File: src/rtl/multicycle_control_if.sv
// multicycle_control_if
// ---------------------
// Bundles the signals between the multi-cycle control FSM and the rest of
// the core (instruction register / PC on one side, datapath and memory
// strobes on the other).
//
// Signals:
//   opcode          instruction opcode presented by the instruction register
//   cond_flag       branch condition from the datapath
//   mem_ready       memory completion for the current fetch/read/write
//   halt_req        stop request, honoured at instruction boundaries
//   ir_write        load instruction register
//   pc_write        update PC
//   reg_write       register file write enable
//   mem_write       memory write strobe
//   mem_read        memory read strobe (fetch or load)
//   use_ea          select effective address
//   alu_op          ALU operation
//   link_src        link/branch source select
//   mem_to_reg      writeback from memory
//   branch_control  0 none, 1 conditional, 2 subroutine, 3 return
//   state           current FSM state encoding
//   illegal_op      sticky illegal-opcode flag
//   mem_error       sticky memory-timeout flag
//
// Modports:
//   master  the control unit (drives the control set)
//   slave   the datapath/memory side (drives opcode, flags and handshake)

interface multicycle_control_if #(
    parameter int OPCODE_W = 4,
    parameter int ALUOP_W  = 4
);
    logic [OPCODE_W-1:0] opcode;
    logic                cond_flag;
    logic                mem_ready;
    logic                halt_req;

    logic                ir_write;
    logic                pc_write;
    logic                reg_write;
    logic                mem_write;
    logic                mem_read;
    logic                use_ea;
    logic [ALUOP_W-1:0]  alu_op;
    logic                link_src;
    logic                mem_to_reg;
    logic [1:0]          branch_control;
    logic [2:0]          state;
    logic                illegal_op;
    logic                mem_error;

    modport master (
        input  opcode, cond_flag, mem_ready, halt_req,
        output ir_write, pc_write, reg_write, mem_write, mem_read, use_ea,
               alu_op, link_src, mem_to_reg, branch_control, state,
               illegal_op, mem_error
    );

    modport slave (
        output opcode, cond_flag, mem_ready, halt_req,
        input  ir_write, pc_write, reg_write, mem_write, mem_read, use_ea,
               alu_op, link_src, mem_to_reg, branch_control, state,
               illegal_op, mem_error
    );
endinterface

File: src/rtl/multicycle_control.sv
// multicycle_control
// ------------------
// Multi-cycle successor to the single-cycle opcode decoder. Each instruction
// is stepped through FETCH / DECODE / EXEC / MEM / WB and the same control
// set as the single-cycle decoder is produced, plus PC and IR enables.
// Memory accesses use a ready handshake guarded by a wait-cycle timeout,
// conditional branches resolve in EXEC, and halt requests are honoured only
// between instructions.
//
// Ports:
//   clk    system clock, rising edge
//   reset  asynchronous, active-high reset
//   bus    multicycle_control_if.master (opcode/flags/handshake in,
//          control strobes, state and sticky flags out)
//
// Parameters:
//   OPCODE_W     opcode width; values >= 16 are illegal and behave as NOP
//   ALUOP_W      alu_op width; alu_op is op_q truncated/zero-extended
//   MEM_TIMEOUT  wait cycles without mem_ready before ERROR; 0 disables

module multicycle_control #(
    parameter int OPCODE_W    = 4,
    parameter int ALUOP_W     = 4,
    parameter int MEM_TIMEOUT = 15
) (
    input  logic                 clk,
    input  logic                 reset,
    multicycle_control_if.master bus
);

    // Wide enough to hold MEM_TIMEOUT without wrapping before the compare.
    localparam int CNT_W = $clog2(MEM_TIMEOUT + 2);

    typedef enum logic [2:0] {
        IDLE   = 3'd0,
        FETCH  = 3'd1,
        DECODE = 3'd2,
        EXEC   = 3'd3,
        MEM    = 3'd4,
        WB     = 3'd5,
        ERROR  = 3'd6
    } state_t;

    state_t              state;
    state_t              state_next;
    logic [OPCODE_W-1:0] op_q;
    logic [CNT_W-1:0]    wait_cnt;
    logic                illegal_flag;
    logic                mem_error_flag;

    logic [31:0]         opcode_ext;
    logic [31:0]         op_q_ext;
    logic                opcode_illegal;
    logic [3:0]          op_idx;
    logic                timeout_hit;
    logic                go_fetch;

    logic                ir_write;
    logic                pc_write;
    logic                reg_write;
    logic                mem_write;
    logic                mem_read;
    logic                use_ea;
    logic [ALUOP_W-1:0]  alu_op;
    logic                link_src;
    logic                mem_to_reg;
    logic [1:0]          branch_control;

    // Opcodes are compared in a fixed 32-bit space so the ">= 16 is
    // illegal" rule works for any OPCODE_W. An illegal latched opcode maps
    // to index 0 so EXEC treats it exactly like NOP.
    assign opcode_ext     = 32'(bus.opcode);
    assign op_q_ext       = 32'(op_q);
    assign opcode_illegal = (opcode_ext >= 32'd16);
    assign op_idx         = (op_q_ext < 32'd16) ? op_q_ext[3:0] : 4'd0;

    assign timeout_hit = (MEM_TIMEOUT > 0) && !bus.mem_ready &&
                         (32'(wait_cnt) == 32'(MEM_TIMEOUT));

    // State register, latched opcode, sticky flags and the memory wait
    // counter. The counter restarts whenever FETCH or MEM is entered and
    // saturates so a disabled timeout can never wrap into a false match.
    always_ff @(posedge clk or posedge reset) begin
        if (reset) begin
            state          <= IDLE;
            op_q           <= '0;
            wait_cnt       <= '0;
            illegal_flag   <= 1'b0;
            mem_error_flag <= 1'b0;
        end else begin
            state <= state_next;
            if (state == DECODE) begin
                op_q <= bus.opcode;
                if (opcode_illegal) begin
                    illegal_flag <= 1'b1;
                end
            end
            if (state_next == ERROR && state != ERROR) begin
                mem_error_flag <= 1'b1;
            end
            if ((state_next == FETCH || state_next == MEM) && state_next != state) begin
                wait_cnt <= '0;
            end else if ((state == FETCH || state == MEM) && !bus.mem_ready &&
                         wait_cnt != '1) begin
                wait_cnt <= wait_cnt + 1'b1;
            end
        end
    end

    // Next-state and control outputs. Every transition that would land in
    // FETCH raises go_fetch; the halt check at the bottom redirects those
    // to IDLE while leaving the cycle's pc_write untouched.
    always_comb begin
        state_next     = state;
        go_fetch       = 1'b0;
        ir_write       = 1'b0;
        pc_write       = 1'b0;
        reg_write      = 1'b0;
        mem_write      = 1'b0;
        mem_read       = 1'b0;
        use_ea         = 1'b0;
        alu_op         = '0;
        link_src       = 1'b0;
        mem_to_reg     = 1'b0;
        branch_control = 2'd0;

        case (state)
            IDLE: begin
                if (!bus.halt_req) begin
                    state_next = FETCH;
                end
            end
            FETCH: begin
                mem_read = 1'b1;
                if (bus.mem_ready) begin
                    ir_write   = 1'b1;
                    state_next = DECODE;
                end else if (timeout_hit) begin
                    state_next = ERROR;
                end
            end
            DECODE: begin
                state_next = EXEC;
            end
            EXEC: begin
                alu_op = ALUOP_W'(op_q);
                case (op_idx)
                    4'd0, 4'd6: begin
                        pc_write = 1'b1;
                        go_fetch = 1'b1;
                    end
                    4'd9, 4'd11, 4'd12: begin
                        link_src = 1'b1;
                        use_ea   = 1'b1;
                        pc_write = 1'b1;
                        go_fetch = 1'b1;
                        if (op_idx == 4'd11) begin
                            branch_control = 2'd2;
                        end else if (op_idx == 4'd12) begin
                            branch_control = 2'd3;
                        end
                    end
                    4'd10: begin
                        link_src       = 1'b1;
                        use_ea         = 1'b1;
                        branch_control = 2'd1;
                        pc_write       = bus.cond_flag;
                        go_fetch       = 1'b1;
                    end
                    4'd13, 4'd14: begin
                        use_ea     = 1'b1;
                        state_next = MEM;
                    end
                    4'd15: begin
                        use_ea     = 1'b1;
                        state_next = WB;
                    end
                    default: begin
                        state_next = WB;
                    end
                endcase
            end
            MEM: begin
                use_ea = 1'b1;
                if (op_idx == 4'd13) begin
                    mem_read   = 1'b1;
                    mem_to_reg = 1'b1;
                    if (bus.mem_ready) begin
                        state_next = WB;
                    end else if (timeout_hit) begin
                        state_next = ERROR;
                    end
                end else begin
                    mem_write = 1'b1;
                    if (bus.mem_ready) begin
                        pc_write = 1'b1;
                        go_fetch = 1'b1;
                    end else if (timeout_hit) begin
                        state_next = ERROR;
                    end
                end
            end
            WB: begin
                reg_write  = 1'b1;
                pc_write   = 1'b1;
                mem_to_reg = (op_idx == 4'd13);
                use_ea     = (op_idx == 4'd13) || (op_idx == 4'd15);
                go_fetch   = 1'b1;
            end
            ERROR: begin
                state_next = ERROR;
            end
            default: begin
                state_next = ERROR;
            end
        endcase

        if (go_fetch) begin
            state_next = bus.halt_req ? IDLE : FETCH;
        end
    end

    assign bus.ir_write       = ir_write;
    assign bus.pc_write       = pc_write;
    assign bus.reg_write      = reg_write;
    assign bus.mem_write      = mem_write;
    assign bus.mem_read       = mem_read;
    assign bus.use_ea         = use_ea;
    assign bus.alu_op         = alu_op;
    assign bus.link_src       = link_src;
    assign bus.mem_to_reg     = mem_to_reg;
    assign bus.branch_control = branch_control;
    assign bus.state          = state;
    assign bus.illegal_op     = illegal_flag;
    assign bus.mem_error      = mem_error_flag;

endmodule

File: src/flat_wrapper.sv
// flat-port wrapper written by rule: the top's interface ports become plain ports
module multicycle_control_flat 
#(
    parameter int OPCODE_W    = 4,
    parameter int ALUOP_W     = 4,
    parameter int MEM_TIMEOUT = 15
)
  (clk, reset, bus_opcode, bus_cond_flag, bus_mem_ready, bus_halt_req, bus_ir_write, bus_pc_write, bus_reg_write, bus_mem_write, bus_mem_read, bus_use_ea, bus_alu_op, bus_link_src, bus_mem_to_reg, bus_branch_control, bus_state, bus_illegal_op, bus_mem_error);
  multicycle_control_if #(.OPCODE_W(OPCODE_W), .ALUOP_W(ALUOP_W)) bus_i ();
  input  logic clk;
  input  logic reset;
  input wire logic [$bits(bus_i.opcode)-1:0] bus_opcode;
  input wire logic [$bits(bus_i.cond_flag)-1:0] bus_cond_flag;
  input wire logic [$bits(bus_i.mem_ready)-1:0] bus_mem_ready;
  input wire logic [$bits(bus_i.halt_req)-1:0] bus_halt_req;
  output wire logic [$bits(bus_i.ir_write)-1:0] bus_ir_write;
  output wire logic [$bits(bus_i.pc_write)-1:0] bus_pc_write;
  output wire logic [$bits(bus_i.reg_write)-1:0] bus_reg_write;
  output wire logic [$bits(bus_i.mem_write)-1:0] bus_mem_write;
  output wire logic [$bits(bus_i.mem_read)-1:0] bus_mem_read;
  output wire logic [$bits(bus_i.use_ea)-1:0] bus_use_ea;
  output wire logic [$bits(bus_i.alu_op)-1:0] bus_alu_op;
  output wire logic [$bits(bus_i.link_src)-1:0] bus_link_src;
  output wire logic [$bits(bus_i.mem_to_reg)-1:0] bus_mem_to_reg;
  output wire logic [$bits(bus_i.branch_control)-1:0] bus_branch_control;
  output wire logic [$bits(bus_i.state)-1:0] bus_state;
  output wire logic [$bits(bus_i.illegal_op)-1:0] bus_illegal_op;
  output wire logic [$bits(bus_i.mem_error)-1:0] bus_mem_error;
  assign bus_i.opcode = bus_opcode;
  assign bus_i.cond_flag = bus_cond_flag;
  assign bus_i.mem_ready = bus_mem_ready;
  assign bus_i.halt_req = bus_halt_req;
  assign bus_ir_write = bus_i.ir_write;
  assign bus_pc_write = bus_i.pc_write;
  assign bus_reg_write = bus_i.reg_write;
  assign bus_mem_write = bus_i.mem_write;
  assign bus_mem_read = bus_i.mem_read;
  assign bus_use_ea = bus_i.use_ea;
  assign bus_alu_op = bus_i.alu_op;
  assign bus_link_src = bus_i.link_src;
  assign bus_mem_to_reg = bus_i.mem_to_reg;
  assign bus_branch_control = bus_i.branch_control;
  assign bus_state = bus_i.state;
  assign bus_illegal_op = bus_i.illegal_op;
  assign bus_mem_error = bus_i.mem_error;
  multicycle_control #(.OPCODE_W(OPCODE_W), .ALUOP_W(ALUOP_W), .MEM_TIMEOUT(MEM_TIMEOUT)) u_core (.clk(clk), .reset(reset), .bus(bus_i));
endmodule
File: config.mk
export PLATFORM = sky130hd
export DESIGN_NAME = multicycle_control_flat
export DESIGN_NICKNAME = d
export VERILOG_FILES = /design/src/rtl/multicycle_control_if.sv /design/src/rtl/multicycle_control.sv /design/src/flat_wrapper.sv
export SDC_FILE = /design/constraint.sdc
export NUM_CORES = 1
export LEC_CHECK = 0
export CAP_MARGIN = 20
export CELL_PAD_IN_SITES_DETAIL_PLACEMENT = 2
export CELL_PAD_IN_SITES_GLOBAL_PLACEMENT = 2
export CORE_UTILIZATION = 30
export DETAILED_ROUTE_END_ITERATION = 10
export GPL_TIMING_DRIVEN = 1
export PLACE_DENSITY = 0.89
export RECOVER_POWER = 100
export SLEW_MARGIN = 40
export SYNTH_ARGS = -nofsm -noshare
export SYNTH_HDL_FRONTEND = slang
export SYNTH_SLANG_ARGS = --single-unit
File: constraint.sdc
create_clock -name clk -period 3.9 [get_ports clk]
set_clock_uncertainty 0.15 [all_clocks]
set_input_delay 1.17 -clock clk [delete_from_list [all_inputs] [get_ports clk]]
set_output_delay 1.17 -clock clk [all_outputs]
set_load 0.005 [all_outputs]
==> flow_metrics.tcl <==
set metrics [dict create \
    status "complete, no violations" \
    pre_cts_ws_ns -0.07262 \
    diodes 0 \
    synth_most_common_cell "nor2_1" \
    grt_first_pass_wirelength_mm 5.892 \
    power_leakage_nw 0.5991 \
    place_inst 199 \
    endpoint_kind "output pin" \
    synth_cells 133 \
    io_pins 28 \
    ys_seq_elements 13 \
    root_buffer "clkbuf_4" \
    synth-edff-count 0 \
    clk_pin_slew_ns 0.07 \
    grt-ovfl-total 0 \
    postSynthAreaPerCell_um2 8.185 \
    power.total_mw 1.051 \
    synthArstFlopShare_pct 100.0 \
    die_area_um2 3873 \
    ys_seq_area_share_pct 29.89 \
    synth_area_leaders "dfrtp_1 30%, nor3_1 6.4%, nor2_1 5.5%" \
    worstPathArrival_ns 2.43 \
    peakVddDrop_v 0.0003156 \
    start_kind "input pin" \
    clk-insertion-delay-late_ns 0.28 \
    fp-row-count 21 \
    core_area_um2 3416 \
    start_util_pct 31.87 \
    fin_area_um2 1369 \
    die_y_um 62.24 \
    vias 1057 \
    hold_violations 0 \
    slew_violations 0 \
    grt_max_degree 25 \
    grt_pass1_vias 1157 \
    fin_crit_ns 3.753 \
    ys.flop_type "dfrtp_1" \
    first_iter_violations 35 \
    setup_tns_ns 0 \
    area_growth_pct 25.75 \
    postPlaceCellArea_um2 1389 \
    required_ns 2.58 \
    cts_max_path_buffers 2 \
    tightest_slew_ns 0.9873 \
    final_util_pct 40.07 \
    hold_slack_ns 0.3529 \
    hp-class "register to register" \
    synth_top_area_cell "dfrtp_1" \
    finalCritPeriodShare_pct 96.22 \
    htree_levels 1 \
    max_slew_margin_pct 34.18 \
    synth_top_cell_area_share_pct 29.89 \
    ctsHoldBuffers 0 \
    viasPerCell 5.207 \
    max_cap_viol_count 0 \
    clock-sinks 13 \
    routed_wl_mm 3.396 \
    postCtsSetupBuffers 0 \
    setup_ws_ns 0.1474 \
    port_buffers 26 \
    drive_gt1_share_pct 8.280 \
    nets 170 \
    avgRoutedWirePerCell_um 16.73 \
    cts_tree "yes" \
    cts_buffers 3 \
    crit_fanout 1 \
    antenna_left 0 \
    dieWidth_um 62.24 \
    stdcell_count 203 \
    yosys_warnings 0 \
    synth.distinct_cells 39 \
    setup_viol 0 \
    cts_resized 3 \
    syn_area_um2 1089 \
    max_freq_mhz 266.5 \
    synth_common_cells "16 x nor2_1, 14 x nor3_1, 13 x dfrtp_1" \
    rsz0062_at_grt "no" \
    drc 0 \
    critPathKind "input pin to output pin" \
    gp_congestion 0.7933 \
    hpwlAfterDp_mm 2.722 \
    firstDrtPassIters 3 \
    synth_nets 145 \
    antenna_found_initial 0 \
    grt_usage_pct 19.21 \
    power.density_nw_per_um2 768.2 \
]
==> path summary, 6_finish.rpt <==
check                           cells after the start  slack (ns)                          endpoint                              from
worst max register to register                      7        0.86    u_core.wait_cnt[0]$_DFFE_PP0P_     u_core.bus.state[0]$_DFF_PP0_
min in group asynchronous                           2        1.20        u_core.op_q[0]$_DFFE_PP0P_                             reset
max in group asynchronous                           2        2.08     u_core.bus.state[2]$_DFF_PP0_                             reset
worst min-delay path                                1        0.35  u_core.bus.mem_error$_DFFE_PP0P_  u_core.bus.mem_error$_DFFE_PP0P_
worst min register to register                      1        0.35  u_core.bus.mem_error$_DFFE_PP0P_  u_core.bus.mem_error$_DFFE_PP0P_
worst max-delay path                                7        0.15                      bus_pc_write                     bus_cond_flag
==> power by group <==
group | switching (mW) | leakage (nW) | internal, mW | total (mW)
registers | 0.109 | 0.161 | 0.185 | 0.294
clock network | 0.0441 | 0.0150 | 0.0398 | 0.0838
logic | 0.359 | 0.423 | 0.315 | 0.674
total | 0.512 | 0.599 | 0.540 | 1.05
==> cell type report <==
type | instances | area, um2
multi-input cells | 103 | 656.9
fillers | 396 | 2047
flip-flops and latches | 13 | 325.3
repair buffers | 30 | 276.5
inverters | 7 | 26.28
well taps | 46 | 57.56
clock buffers | 4 | 26.28
==> registers in the layout, summed over array words and instances, names as in the netlist <==
name	cells
u_core.op_q	4
u_core.bus.state	3
u_core.wait_cnt	5
u_core.bus.mem_error	1
==> cells in the final DEF (no fill, tap or decap), types with 2 or more instances in the layout <==
master	instances
nor2_1	16
dlygate4sd3_1	15
nor3_1	14
dfrtp_1	13
nand2_1	10
clkdlybuf4s50_1	9
inv_1	7
a21oi_1	6
xnor2_1	5
and3_1	5
nor2b_1	4
mux2_2	4
clkbuf_1	4
nand3_1	3
xor2_1	3
o21ai_0	3
ha_1	3
clkbuf_4	3
or2b_1	2
nor2_2	2
a211oi_1	2
nand3b_1	2
o21a_1	2
dlygate4sd2_1	2
==> logic make-up (layout without fill, tap and decap cells) <==
kind of cell,count (synthesis),in the layout,synth area share (%)
simple gates,64,64,31.49
compound gates,22,22,16.55
buf+inv,17,41,6.782
flops,13,13,29.88
xor+xnor,8,8,6.437
mux,5,5,5.057
fa+ha+maj,3,3,3.449
other cells,1,1,0.3445
==> metal layers <==
layer / routed length, um / vias up / GRT usage [%]
met2: 1723 / 22 / 33.38
met5: 0 / - / 0
met1: 1524 / 528 / 23.90
met3: 107 / 4 / 3.493
li1: - / 503 / -
met4: 40 / 0 / 6.105
==> critical path, cell delays in order <==
cell	delay (ns)
clkdlybuf4s50_1	0.40
a21oi_1	0.14
nor2_1	0.05
o21a_1	0.17
o21ai_0	0.16
nand2_1	0.08
dlygate4sd2_1	0.27
(Power assumes the default switching activity.)
